File: src/rtl/hamming_distance.sv
// hamming_distance: three-stage pipelined XOR + grouped popcount of two census codes
module hamming_distance #(
  parameter int CENSUS_WIDTH = 8,
  parameter int GROUP_WIDTH = 4,
  localparam int DIST_WIDTH = $clog2(CENSUS_WIDTH + 1)
) (
  input  logic                    clk,
  input  logic                    rst,
  input  logic [CENSUS_WIDTH-1:0] census_left,
  input  logic [CENSUS_WIDTH-1:0] census_right,
  input  logic                    valid_in,
  output logic [DIST_WIDTH-1:0]   hamming_dist,
  output logic                    valid_out
);
  localparam int NG = (CENSUS_WIDTH + GROUP_WIDTH - 1) / GROUP_WIDTH;
  localparam int PW = $clog2(GROUP_WIDTH + 1);
  logic [CENSUS_WIDTH-1:0]    x;
  logic [NG*GROUP_WIDTH-1:0]  xp;
  logic [PW-1:0]              pc [NG];
  logic [PW-1:0]              part [NG];
  logic [DIST_WIDTH-1:0]      sum;
  logic                       v1, v2;
  // top group is zero-padded so every group has GROUP_WIDTH bits
  assign xp = (NG*GROUP_WIDTH)'(x);
  always_comb begin
    for (int g = 0; g < NG; g++) begin
      pc[g] = '0;
      for (int b = 0; b < GROUP_WIDTH; b++) pc[g] = pc[g] + PW'(xp[g*GROUP_WIDTH+b]);
    end
  end
  always_comb begin
    sum = '0;
    for (int g = 0; g < NG; g++) sum = sum + DIST_WIDTH'(part[g]);
  end
  always_ff @(posedge clk) begin
    if (rst) begin
      x            <= '0;
      v1           <= 1'b0;
      part         <= '{default: '0};
      v2           <= 1'b0;
      hamming_dist <= '0;
      valid_out    <= 1'b0;
    end else begin
      v1        <= valid_in;
      v2        <= v1;
      valid_out <= v2;
      if (valid_in) x <= census_left ^ census_right;
      if (v1) part <= pc;
      if (v2) hamming_dist <= sum;
    end
  end
endmodule

File: config.mk
export PLATFORM = sky130hd
export DESIGN_NAME = hamming_distance
export DESIGN_NICKNAME = d
export VERILOG_FILES = /design/src/rtl/hamming_distance.sv
export SDC_FILE = /design/constraint.sdc
export NUM_CORES = 1
export LEC_CHECK = 0
export CAP_MARGIN = 10
export CORE_MARGIN = 1
export CORE_UTILIZATION = 37
export CTS_CLUSTER_DIAMETER = 60
export DETAILED_ROUTE_END_ITERATION = 6
export GPL_TIMING_DRIVEN = 0
export PLACE_DENSITY = 0.59
export SYNTH_ARGS = -nofsm -noshare
export SYNTH_HDL_FRONTEND = slang
export SYNTH_SLANG_ARGS = --single-unit
File: constraint.sdc
create_clock -name clk -period 2.35 [get_ports clk]
set_clock_uncertainty 0.2 [all_clocks]
set_input_delay 0.3525 -clock clk [delete_from_list [all_inputs] [get_ports clk]]
set_output_delay 0.3525 -clock clk [all_outputs]
set_load 0.005 [all_outputs]
**Yosys cells after proc, flatten, opt, wreduce, memory -nomap -nowiden**

Index checks and enable logic that the tools add are counted.

- $add $sub $neg: 7
- Bitwise gates (word level): 1

Operators with widths:

| operator | count |
|---|---|
| $xor 8x8->8 | 1 |
| $add 2x1->3 | 2 |
| $add 3x1->3 | 2 |
| $add 1x1->2 | 2 |
| $add 3x3->4 | 1 |

- Output and inout port bits: 5
- Bits in registers: 21
- Logic and storage cells: 15

**Depth between registers and ports, before layout**

Gate-level depths: netlist of the first run.

- Depth in word-level cells: 3
- Mapped depth: 7

**Worst setup path before layout of the first run**

Ideal clock, no wire load.

- Kind: register to register
- Start: register x[4]
- End: register part[1] (netlist name)
- Required time: 2.033 ns
- Setup slack: 0.537 ns
- Buffers on the path: 0
- Setup time: 0.117 ns
- Stages on the path, launching flop included: 8
- Data arrival time: 1.496 ns
- Path through: dfxtp_1 inv_1 fa_1 inv_1 ha_1 ha_1 mux2i_1 nor2_1

RTL lines:

| what | line | text |
|---|---|---|
| start: declaration | 17 | `logic [CENSUS_WIDTH-1:0] x;` |
| start signal: assignment | 47 | `if (valid_in) x <= census_left ^ census_right;` |
| end signal: assignment | 48 | `if (v1) part <= pc;` |
| end: declaration | 20 | `logic [PW-1:0] part [NG];` |

==> summary.md, run 1 <==
| Metric | Value |
|---|---|
| Status | `finished clean` |
| Final WS setup | `approximately 0.45 ns` |
| Overall die height | `54.3 µm` |
| Dpl cells | `152` |
| CTS tree | `yes` |
| Setup TNS | `0 ns` |
| Min-delay worst type | `primary input to register` |
| Root buffer cell | `clkbuf_4` |
| Cts hold-fix bufs | `0` |
| Routed len/inst | `10.5 µm` |
| Syn_nets | `129` |
| CP endpoint | `part[1]` |
| Vias | `730` |
| IO buf count | `22` |
| CTS max path bufs | `2` |
| Post-CTS sizing | `0` |
| Site Rows | `18` |
| Avg Inst Size Synth | `10.1 µm²` |
| Clock H-tree levels | `1` |
| Post-synth EDFFs | `0` |
| Router iterations before antenna repair | `2` |
| Power density over cell area | `around 530 nW/µm²` |
| Async SR Flop Fraction | `0` |
| CP max FO | `2` |
| Final hold vios | `0` |
| Clock-pin slew on the worst setup and hold paths | `0.12 ns` |
| Worst setup path startpoint | `x[4]` |
| Grt ovf | `0` |
| R2R Setup Slk | `0.45 ns` |
| Post-layout util | `0.514` |
| Synthesized flop and latch total | `21` |
| Core area | `2520 µm²` |
| RR Endpoint | `part[1]` |
| Synth area leader | `dfxtp_1` |
| Synth cell count leaders | `21 x dfxtp_1, 17 x nor2_1, 13 x inv_1` |
| CTS sink count | `21` |
| Finished Layout Cells | `approximately 160` |
| # Post-CTS Setup Buffers | `0` |
| Critical Path Sink Type | `register` |
| Setup Viol. Count Final | `0` |
| Register area share after synthesis | `0.416` |
| RePlAce Congestion | `0.687` |
| Yosys warning count | `0` |
| Syn-to-layout area delta | `28.2%` |
| Final Critical Period | `1.90 ns` |
| Global-route wire length before repair | `2840 µm` |
| Mapped cell area | `1010 µm²` |
| Hold path startpoint | `valid_in` |
| Largest net degree at the start of global routing | `13` |
| Maximum vdd drop | `between 0.2 and 0.3 mV` |
| Slew HR | `0.860` |
| IO Pins | `24` |
| Synth area leaders | `dfxtp_1 42%, ha_1 8.7%, mux2i_1 7.9%, xnor2_1 7.8%, a211oi_1 6.7%` |
| Cell variety after synth | `17` |
| Tightest Pin Transition | `around 0.21 ns` |
| Share of layout cells above drive strength 1 | `0.0952` |
| Worst skew pair latency | `0.30 ns` |
| Required @ worst endpoint | `2.36 ns` |
| NumNets Final | `156` |
| Gr usage total | `0.136` |
| Initial Util | `0.401` |
| Leakage Power | `~0.00054 µW` |
| Reg2reg start | `x[4]` |
| WS Path Type | `register to register` |
| RSZ-0062 raised after global routing | `no` |
| Routed WL | `1640 µm` |
| Max-Cap Viols | `0` |
| Fmax | `527 MHz` |
| Iter 0 DRT Violations | `7` |
| Remaining antenna violation count after routing | `0` |
| Vias per cell | `4.68` |
| Post-DP HPWL | `1300 µm` |
| Ys flop type | `dfxtp_1` |
| DR DRC count | `0` |
| Die area | `just under 3000 µm²` |
| # diodes | `0` |
| Num CTS Buffers | `3` |
| Worst setup SP type | `register` |
| Worst EP arrival | `1.90 ns` |
| Tcrit/Tclk final | `0.807` |
| Synth top area share | `0.416` |
| Reg2Reg Depth | `7` |
| Pins Over Slew Limit | `0` |
| Top-count cell post-synth | `dfxtp_1` |
| Post-Syn Instances | `100` |
| Vias in the first global route | `679` |
| Initial antenna violation count | `0` |
| Die X-Extent | `54.3 µm` |
| Dpl ws | `0.446 ns` |
-- where the power goes --
part	switching, µW	leakage, µW	total (µW)	internal, µW
clock network	109	0.0000177	172	63.4
logic	55.2	0.000353	131	76.1
registers	10.8	0.000172	388	377
total	175	0.000543	691	516
-- worst min path at each step --
stage                       to  cells past startpoint
5_1_grt                   x[6]                      3
3_5_place_dp   hamming_dist[1]                      2
2_1_floorplan               v2                      1
4_1_cts                   x[0]                      3
3_3_place_gp   hamming_dist[1]                      2
6_report                  x[0]                      3
-- flip-flops by register name, indices dropped and copies added, names as in the netlist --
signal and cells:
x 8, part 6, hamming_dist 4, v1 1, v2 1, valid_out 1
-- per-layer routing --
metal | vias to the layer above | track usage | routed length (µm)
met5 | - | 0 | 0
met4 | 0 | 0.0769 | 19
met3 | 2 | 0.0167 | 23
met2 | 7 | 0.215 | 802
met1 | 346 | 0.177 | 795
li1 | 375 | - | -
-- critical path: stages, from the launching register on --
cell and delay [ns]:
dfxtp_1 0.34, inv_1 0.06, fa_1 0.53, inv_1 0.04
ha_1 0.17, ha_1 0.27, mux2i_1 0.14, nor2_1 0.05
-- cells by family after synthesis --
logic type | synth area share
and+or+nand+nor | 0.0879
DFF | 0.416
buffers and inverters | 0.101
AOI/OAI and AO/OA | 0.0916
adders and majority gates | 0.146
xor gates and xnor gates | 0.0780
muxes | 0.0792
-- through the flow --
step	total power [µW]	hold WS [ns]	instance area (µm²)
floorplan	475	0.224	1010
global placement	528	0.269	1270
detailed placement	530	0.275	1270
CTS	705	0.149	1300
global route	742	0.146	1300
finish	691	0.162	1300
-- final cells by class --
cell class                 count  area (µm²)
fill                         241        1230
multi-input combinational     60         488
sequential                    21         420
timing repair buffer          22         220
buffer                         6        53.8
inverter                      13        48.8
tap                           30        37.5
clock buffer                   3        22.5
clock inverter                 1        5.00
-- cells in the final DEF (no fill, tap or decap), types with 3 or more instances in the layout --
| master | n |
|---|---|
| mux2i_1 | 8 |
| nor2b_1 | 3 |
| dfxtp_1 | 21 |
| clkdlybuf4s50_1 | 22 |
| a211oi_1 | 9 |
| fa_1 | 3 |
| nor2_1 | 17 |
| xnor2_1 | 9 |
| inv_1 | 13 |
| ha_1 | 7 |
| clkbuf_4 | 3 |
| buf_2 | 3 |
(Power assumes the default switching activity.)
==> run 2: changes to the inputs <==
--- a/config.mk
+++ b/config.mk
@@ -11,7 +11,7 @@
 export CTS_CLUSTER_DIAMETER = 60
 export DETAILED_ROUTE_END_ITERATION = 6
 export GPL_TIMING_DRIVEN = 0
-export PLACE_DENSITY = 0.59
+export PLACE_DENSITY = 0.62
 export SYNTH_ARGS = -nofsm -noshare
 export SYNTH_HDL_FRONTEND = slang
 export SYNTH_SLANG_ARGS = --single-unit
==> constraint.sdc (replaced) <==
create_clock -name clk -period 1.7 [get_ports clk]
set_clock_uncertainty 0.2 [all_clocks]
set_input_delay 0.255 -clock clk [delete_from_list [all_inputs] [get_ports clk]]
set_output_delay 0.255 -clock clk [all_outputs]
set_load 0.005 [all_outputs]
==> run 2 against run 1 <==
  * The run now ends with negative setup slack left
  * Final area up 4.9%
  * Hold slack got worse by 0.10 ns
  * Sequential cell count stayed put
  * Routed wire length grew 4.1%
  * Sequential power is 39% higher
  * Setup slack worse by 0.56 ns
  * Utilization is 2.5 points higher
  * Die area unchanged
  * Critical path depth stayed put
  * Final cell count increased by 0.64%
  * Clock power rose by 37%
  * Via count is 1.8% lower
  * Critical path type unchanged
  * Largest power group unchanged
==> summary.md, run 2 (synthesis results as in run 1) <==
| Metric | Value |
|---|---|
| Hold Crit Depth | `3` |
| # diodes | `0` |
| Remaining antenna violation count after routing | `0` |
| Max stage delay on crit path | `~0.56 ns` |
| Pins Over Slew Limit | `0` |
| Final hold slack | `just over 0.06 ns` |
| Clock H-tree levels | `1` |
| R2R Setup Slk | `-0.11 ns` |
| Gr usage total | `0.141` |
| Fillcell total | `244` |
| Cts hold-fix bufs | `0` |
| Reg2Reg Depth | `7` |
| Power density over cell area | `725 nW/µm²` |
| Site Rows | `18` |
| Stages on worst setup path | `7` |
| Largest registers | `x x8, part x6, hamming_dist x4` |
| Worst setup SP type | `register` |
| Worst EP arrival | `1.80 ns` |
| Iter 0 DRT Violations | `5` |
| Tot Pwr | `986 µW` |
| Syn-to-layout area delta | `34.5%` |
| Core area | `approximately 2500 µm²` |
| Num CTS Buffers | `3` |
| Dpl ws | `-0.147 ns` |
| Bufs and invs on worst path | `2` |
| Overall die height | `54.3 µm` |
| Slew HR | `0.859` |
| Area after DPL | `1280 µm²` |
| Vias in the first global route | `666` |
| Final WS setup | `-0.108 ns` |
| Initial Util | `0.401` |
| RePlAce Congestion | `0.669` |
| Vias | `717` |
| Final hold vios | `0` |
| WS Path Type | `register to register` |
| Leakage Power | `0.000536 µW` |
| Hold path startpoint | `valid_in` |
| Share of layout cells above drive strength 1 | `0.220` |
| Critical Path Sink Type | `register` |
| Min-delay worst type | `primary input to register` |
| IO Pins | `24` |
| Maximum vdd drop | `~0.47 mV` |
| Routed len/inst | `between 10 and 15 µm` |
| Commonest non-fill, non-tap cell in the layout | `clkdlybuf4s50_1` |
| Die X-Extent | `54.3 µm` |
| Die area | `about 2900 µm²` |
| CP top delay family | `adder cells` |
| Required @ worst endpoint | `1.70 ns` |
| IO buf count | `22` |
| CTS sink count | `21` |
| Post-DP HPWL | `1310 µm` |
| Finished Layout Cells | `157` |
| Largest net degree at the start of global routing | `12` |
| Cell Chain, Critical Path | `inv_2, fa_1, inv_2, ha_4, ha_4, mux2i_1, nor2_1` |
| Commonest non-fill, non-tap cells in the layout | `22 x clkdlybuf4s50_1, 17 x nor2_1, 15 x dfxtp_1` |
| RSZ-0062 raised after global routing | `yes` |
| CP max FO | `2` |
| Hold endpoint | `x[3]` |
| Worst skew pair latency | `0.29 ns` |
| Initial antenna violation count | `0` |
| Routed WL | `~1700 µm` |
| Clock-pin slew on the worst setup and hold paths | `0.12 ns` |
| Setup Viol. Count Final | `4` |
| Router iterations before antenna repair | `3` |
| CTS tree | `yes` |
| CTS max path bufs | `2` |
| Max reg flops | `8` |
| Root buffer cell | `clkbuf_4` |
| Grt ovf | `0` |
| Max-Cap Viols | `0` |
| Final Critical Period | `1.81 ns` |
| Tcrit/Tclk final | `1.06` |
| Max stage delay cell, worst path | `fa_1` |
| RR Endpoint | `part[4]` |
| Biggest register | `x` |
| Status | `finished, violations left` |
| Global-route wire length before repair | `2950 µm` |
| Tightest Pin Transition | `~0.21 ns` |
| Finished layout cell area | `1360 µm²` |
| Fmax | `about 550 MHz` |
| Dpl cells | `about 150` |
| Vias per cell | `4.57` |
| Failing checks | `negative setup slack` |
| Reg2reg start | `x[0]` |
| NumNets Final | `about 160` |
| DR DRC count | `0` |
==> run 2: cell type report <==
| class | instances | area (µm²) | share of cell area |
|---|---|---|---|
| plain buffers | 6 | 53.8 | 0.0396 |
| clock buffers | 4 | 26.3 | 0.0193 |
| inverters | 13 | 48.8 | 0.0359 |
| multi-input cells | 60 | 538 | 0.396 |
| flip-flops and latches | 21 | 428 | 0.315 |
| well taps | 30 | 37.5 | 0.0276 |
| repair buffers | 23 | 228 | 0.167 |
==> run 2: worst max path at each step <==
stage / from / to / slack (ns)
2_1_floorplan: x[4] / part[1] / -0.08
3_3_place_gp: x[4] / part[1] / -0.14
3_5_place_dp: x[0] / part[4] / -0.15
4_1_cts: x[7] / part[1] / -0.12
5_1_grt: x[0] / part[4] / -0.19
6_report: x[0] / part[4] / -0.11
==> run 2: timing repair <==
item / in CTS / in global routing
setup buffers: 0 / 1
pin swaps: 6 / 7
gates resized for setup: 11 / 3
endpoints found under the setup margin: 6 / 6
==> run 2: where the power goes <==
group / internal [µW] / total [µW] / switching, µW
registers: 523 / 541 / 18.1
clock network: 91.1 / 236 / 145
logic: 121 / 209 / 87.8
==> run 2: through the flow <==
stage                     utilization  setup TNS, ns
after floorplan                     -         -0.166
after global placement          0.506         -0.362
after detailed placement        0.506         -0.414
after CTS                       0.532         -0.364
after global routing            0.539         -0.576
final                           0.539         -0.284
==> run 2: layer usage <==
layer  vias to the layer above  global-route usage  share of wire
met3                         2              0.0250          0.011
met5                         -                   0              0
met2                         6               0.238           0.50
met1                       331               0.174           0.47
li1                        378                   -              -
met4                         0              0.0641          0.016
==> run 2: worst reg2reg max path, stage by stage, from the launching register on <==
cell     delay (ns)
dfxtp_2        0.35
inv_2          0.04
fa_1           0.56
inv_2          0.05
ha_4           0.15
ha_4           0.20
mux2i_1        0.12
nor2_1         0.05
==> run 3: changes to the inputs <==
--- a/config.mk
+++ b/config.mk
@@ -6,6 +6,7 @@
 export NUM_CORES = 1
 export LEC_CHECK = 0
 export CAP_MARGIN = 10
+export CORE_ASPECT_RATIO = 0.75
 export CORE_MARGIN = 1
 export CORE_UTILIZATION = 37
 export CTS_CLUSTER_DIAMETER = 60
==> run 3 against run 2 <==
  * The run still ends with negative setup slack left
  * Combinational power rose by 2%
  * Non-clock buffer count did not move
  * Power rose by 1.4%
  * Utilization fell by 1.4 points
  * Final area rose by 0.55%
  * Hold slack got worse by 0.019 ns
  * Sequential share of layout area fell by 0.17 points
  * Critical path type unchanged
==> summary.md, run 3 (synthesis results as in run 1) <==
| Metric | Value |
|---|---|
| WS Path Type | `register to register` |
| Clock H-tree levels | `1` |
| Required @ worst endpoint | `between 1.5 and 2 ns` |
| Initial antenna violation count | `0` |
| Power density over cell area | `732 nW/µm²` |
| RSZ-0062 raised after global routing | `yes` |
| Leakage Power | `roughly 0.00054 µW` |
| Hold path startpoint | `valid_in` |
| Post-DP HPWL | `1310 µm` |
| Global-route wire length before repair | `3050 µm` |
| Failing checks | `negative setup slack` |
| Tcrit/Tclk final | `1.07` |
| Share of layout cells above drive strength 1 | `0.220` |
| Num CTS Buffers | `3` |
| Commonest non-fill, non-tap cell in the layout | `clkdlybuf4s50_1` |
| Worst skew pair latency | `0.31 ns` |
| DR DRC count | `0` |
| Critical Path Sink Type | `register` |
| Dpl ws | `-0.160 ns` |
| Max-Cap Viols | `0` |
| Router iterations before antenna repair | `4` |
| Hold Crit Depth | `3` |
| Routed WL | `roughly 1800 µm` |
| Min-delay worst type | `primary input to register` |
| Die area | `2950 µm²` |
| R2R Setup Slk | `-0.12 ns` |
| Overall die height | `~47 µm` |
| Biggest register | `x` |
| # diodes | `0` |
| Initial Util | `0.388` |
| Slew HR | `0.863` |
| Largest registers | `x x8, part x6, hamming_dist x4` |
| Remaining antenna violation count after routing | `0` |
| Worst setup SP type | `register` |
| Pins Over Slew Limit | `0` |
| IO Pins | `24` |
| Tightest Pin Transition | `0.206 ns` |
| Reg2Reg Depth | `7` |
| Core area | `2600 µm²` |
| Gr usage total | `0.146` |
| Syn-to-layout area delta | `35.3%` |
| CTS tree | `yes` |
| Area after DPL | `around 1300 µm²` |
| RePlAce Congestion | `0.801` |
| Routed len/inst | `10.9 µm` |
| Post-layout util | `0.525` |
| Grt ovf | `0` |
| CP max FO | `2` |
| Max reg flops | `8` |
| IO buf count | `22` |
| Vias in the first global route | `about 650` |
| Vias | `737` |
| Hold endpoint | `x[1]` |
| Final hold slack | `between 0.04 and 0.05 ns` |
| RR Endpoint | `part[4]` |
| Fmax | `549 MHz` |
| Setup Viol. Count Final | `4` |
| CTS sink count | `21` |
| Iter 0 DRT Violations | `39` |
| Worst setup path startpoint | `x[3]` |
| Final WS setup | `-0.122 ns` |
| Clock-pin slew on the worst setup and hold paths | `0.12 ns` |
| Largest net degree at the start of global routing | `12` |
| Setup TNS | `-0.358 ns` |
| Vias per cell | `between 4 and 5` |
| Final Critical Period | `between 1.5 and 2 ns` |
| Root buffer cell | `clkbuf_4` |
| Reg2reg start | `x[3]` |
| Die X-Extent | `62.4 µm` |
| Maximum vdd drop | `0.441 mV` |
| Commonest non-fill, non-tap cells in the layout | `22 x clkdlybuf4s50_1, 17 x nor2_1, 15 x dfxtp_1` |
| Worst EP arrival | `1.83 ns` |
| Status | `finished, violations left` |
| NumNets Final | `157` |
| Finished layout cell area | `1370 µm²` |
| CTS max path bufs | `2` |
| Final hold vios | `0` |
| Site Rows | `16` |
==> run 3: cell counts in the layout (fill, tap and decap cells not counted) <==
Identical to the previous run, type by type.
==> run 3: critical path, cell delays in order (launching register included) <==
cell	delay (ns)
dfxtp_2	0.35
inv_2	0.04
fa_1	0.55
inv_2	0.05
ha_4	0.15
ha_4	0.20
mux2i_1	0.13
nor2_1	0.06
==> run 3: layout make-up <==
class	count	area (µm²)
fill	250	1230
multi-input combinational	60	538
sequential	21	428
timing repair buffer	23	228
buffer	6	53.8
inverter	13	48.8
tap	36	45.0
clock buffer	4	26.3
==> run 3: how the worst max path moves through the flow <==
stage | cells past startpoint | slack [ns] | endpoint
global route | 7 | -0.20 | part[4]
global placement | 7 | -0.14 | part[1]
detailed placement | 7 | -0.16 | part[1]
finish | 7 | -0.12 | part[4]
CTS | 7 | -0.13 | part[1]
floorplan | 7 | -0.08 | part[1]
==> run 3: layer usage <==
layer / vias up / part of all wire / track usage
li1: 378 / - / -
met1: 341 / 0.44 / 0.173
met2: 13 / 0.50 / 0.240
met3: 5 / 0.043 / 0.0583
met4: 0 / 0.017 / 0.0698
met5: - / 0 / 0
==> run 3: stage by stage <==
step	total power [µW]	cells
after CTS	1010	163
after floorplan	659	100
final	1000	163
after global placement	731	158
after detailed placement	737	158
after global routing	1070	163
==> run 3: where the power goes <==
part	switching [µW]	internal [µW]	total (µW)
Combinational	90.9	123	214
Sequential	18.4	523	541
Clock	153	91.7	245
Total	262	738	1000
==> run 3: repair_timing <==
action | CTS | global route
endpoints found under the setup margin | 6 | 7
pin swaps | 5 | 3
setup buffers | 1 | 0
gates resized for setup | 12 | 2
hold buffers | 0 | 0
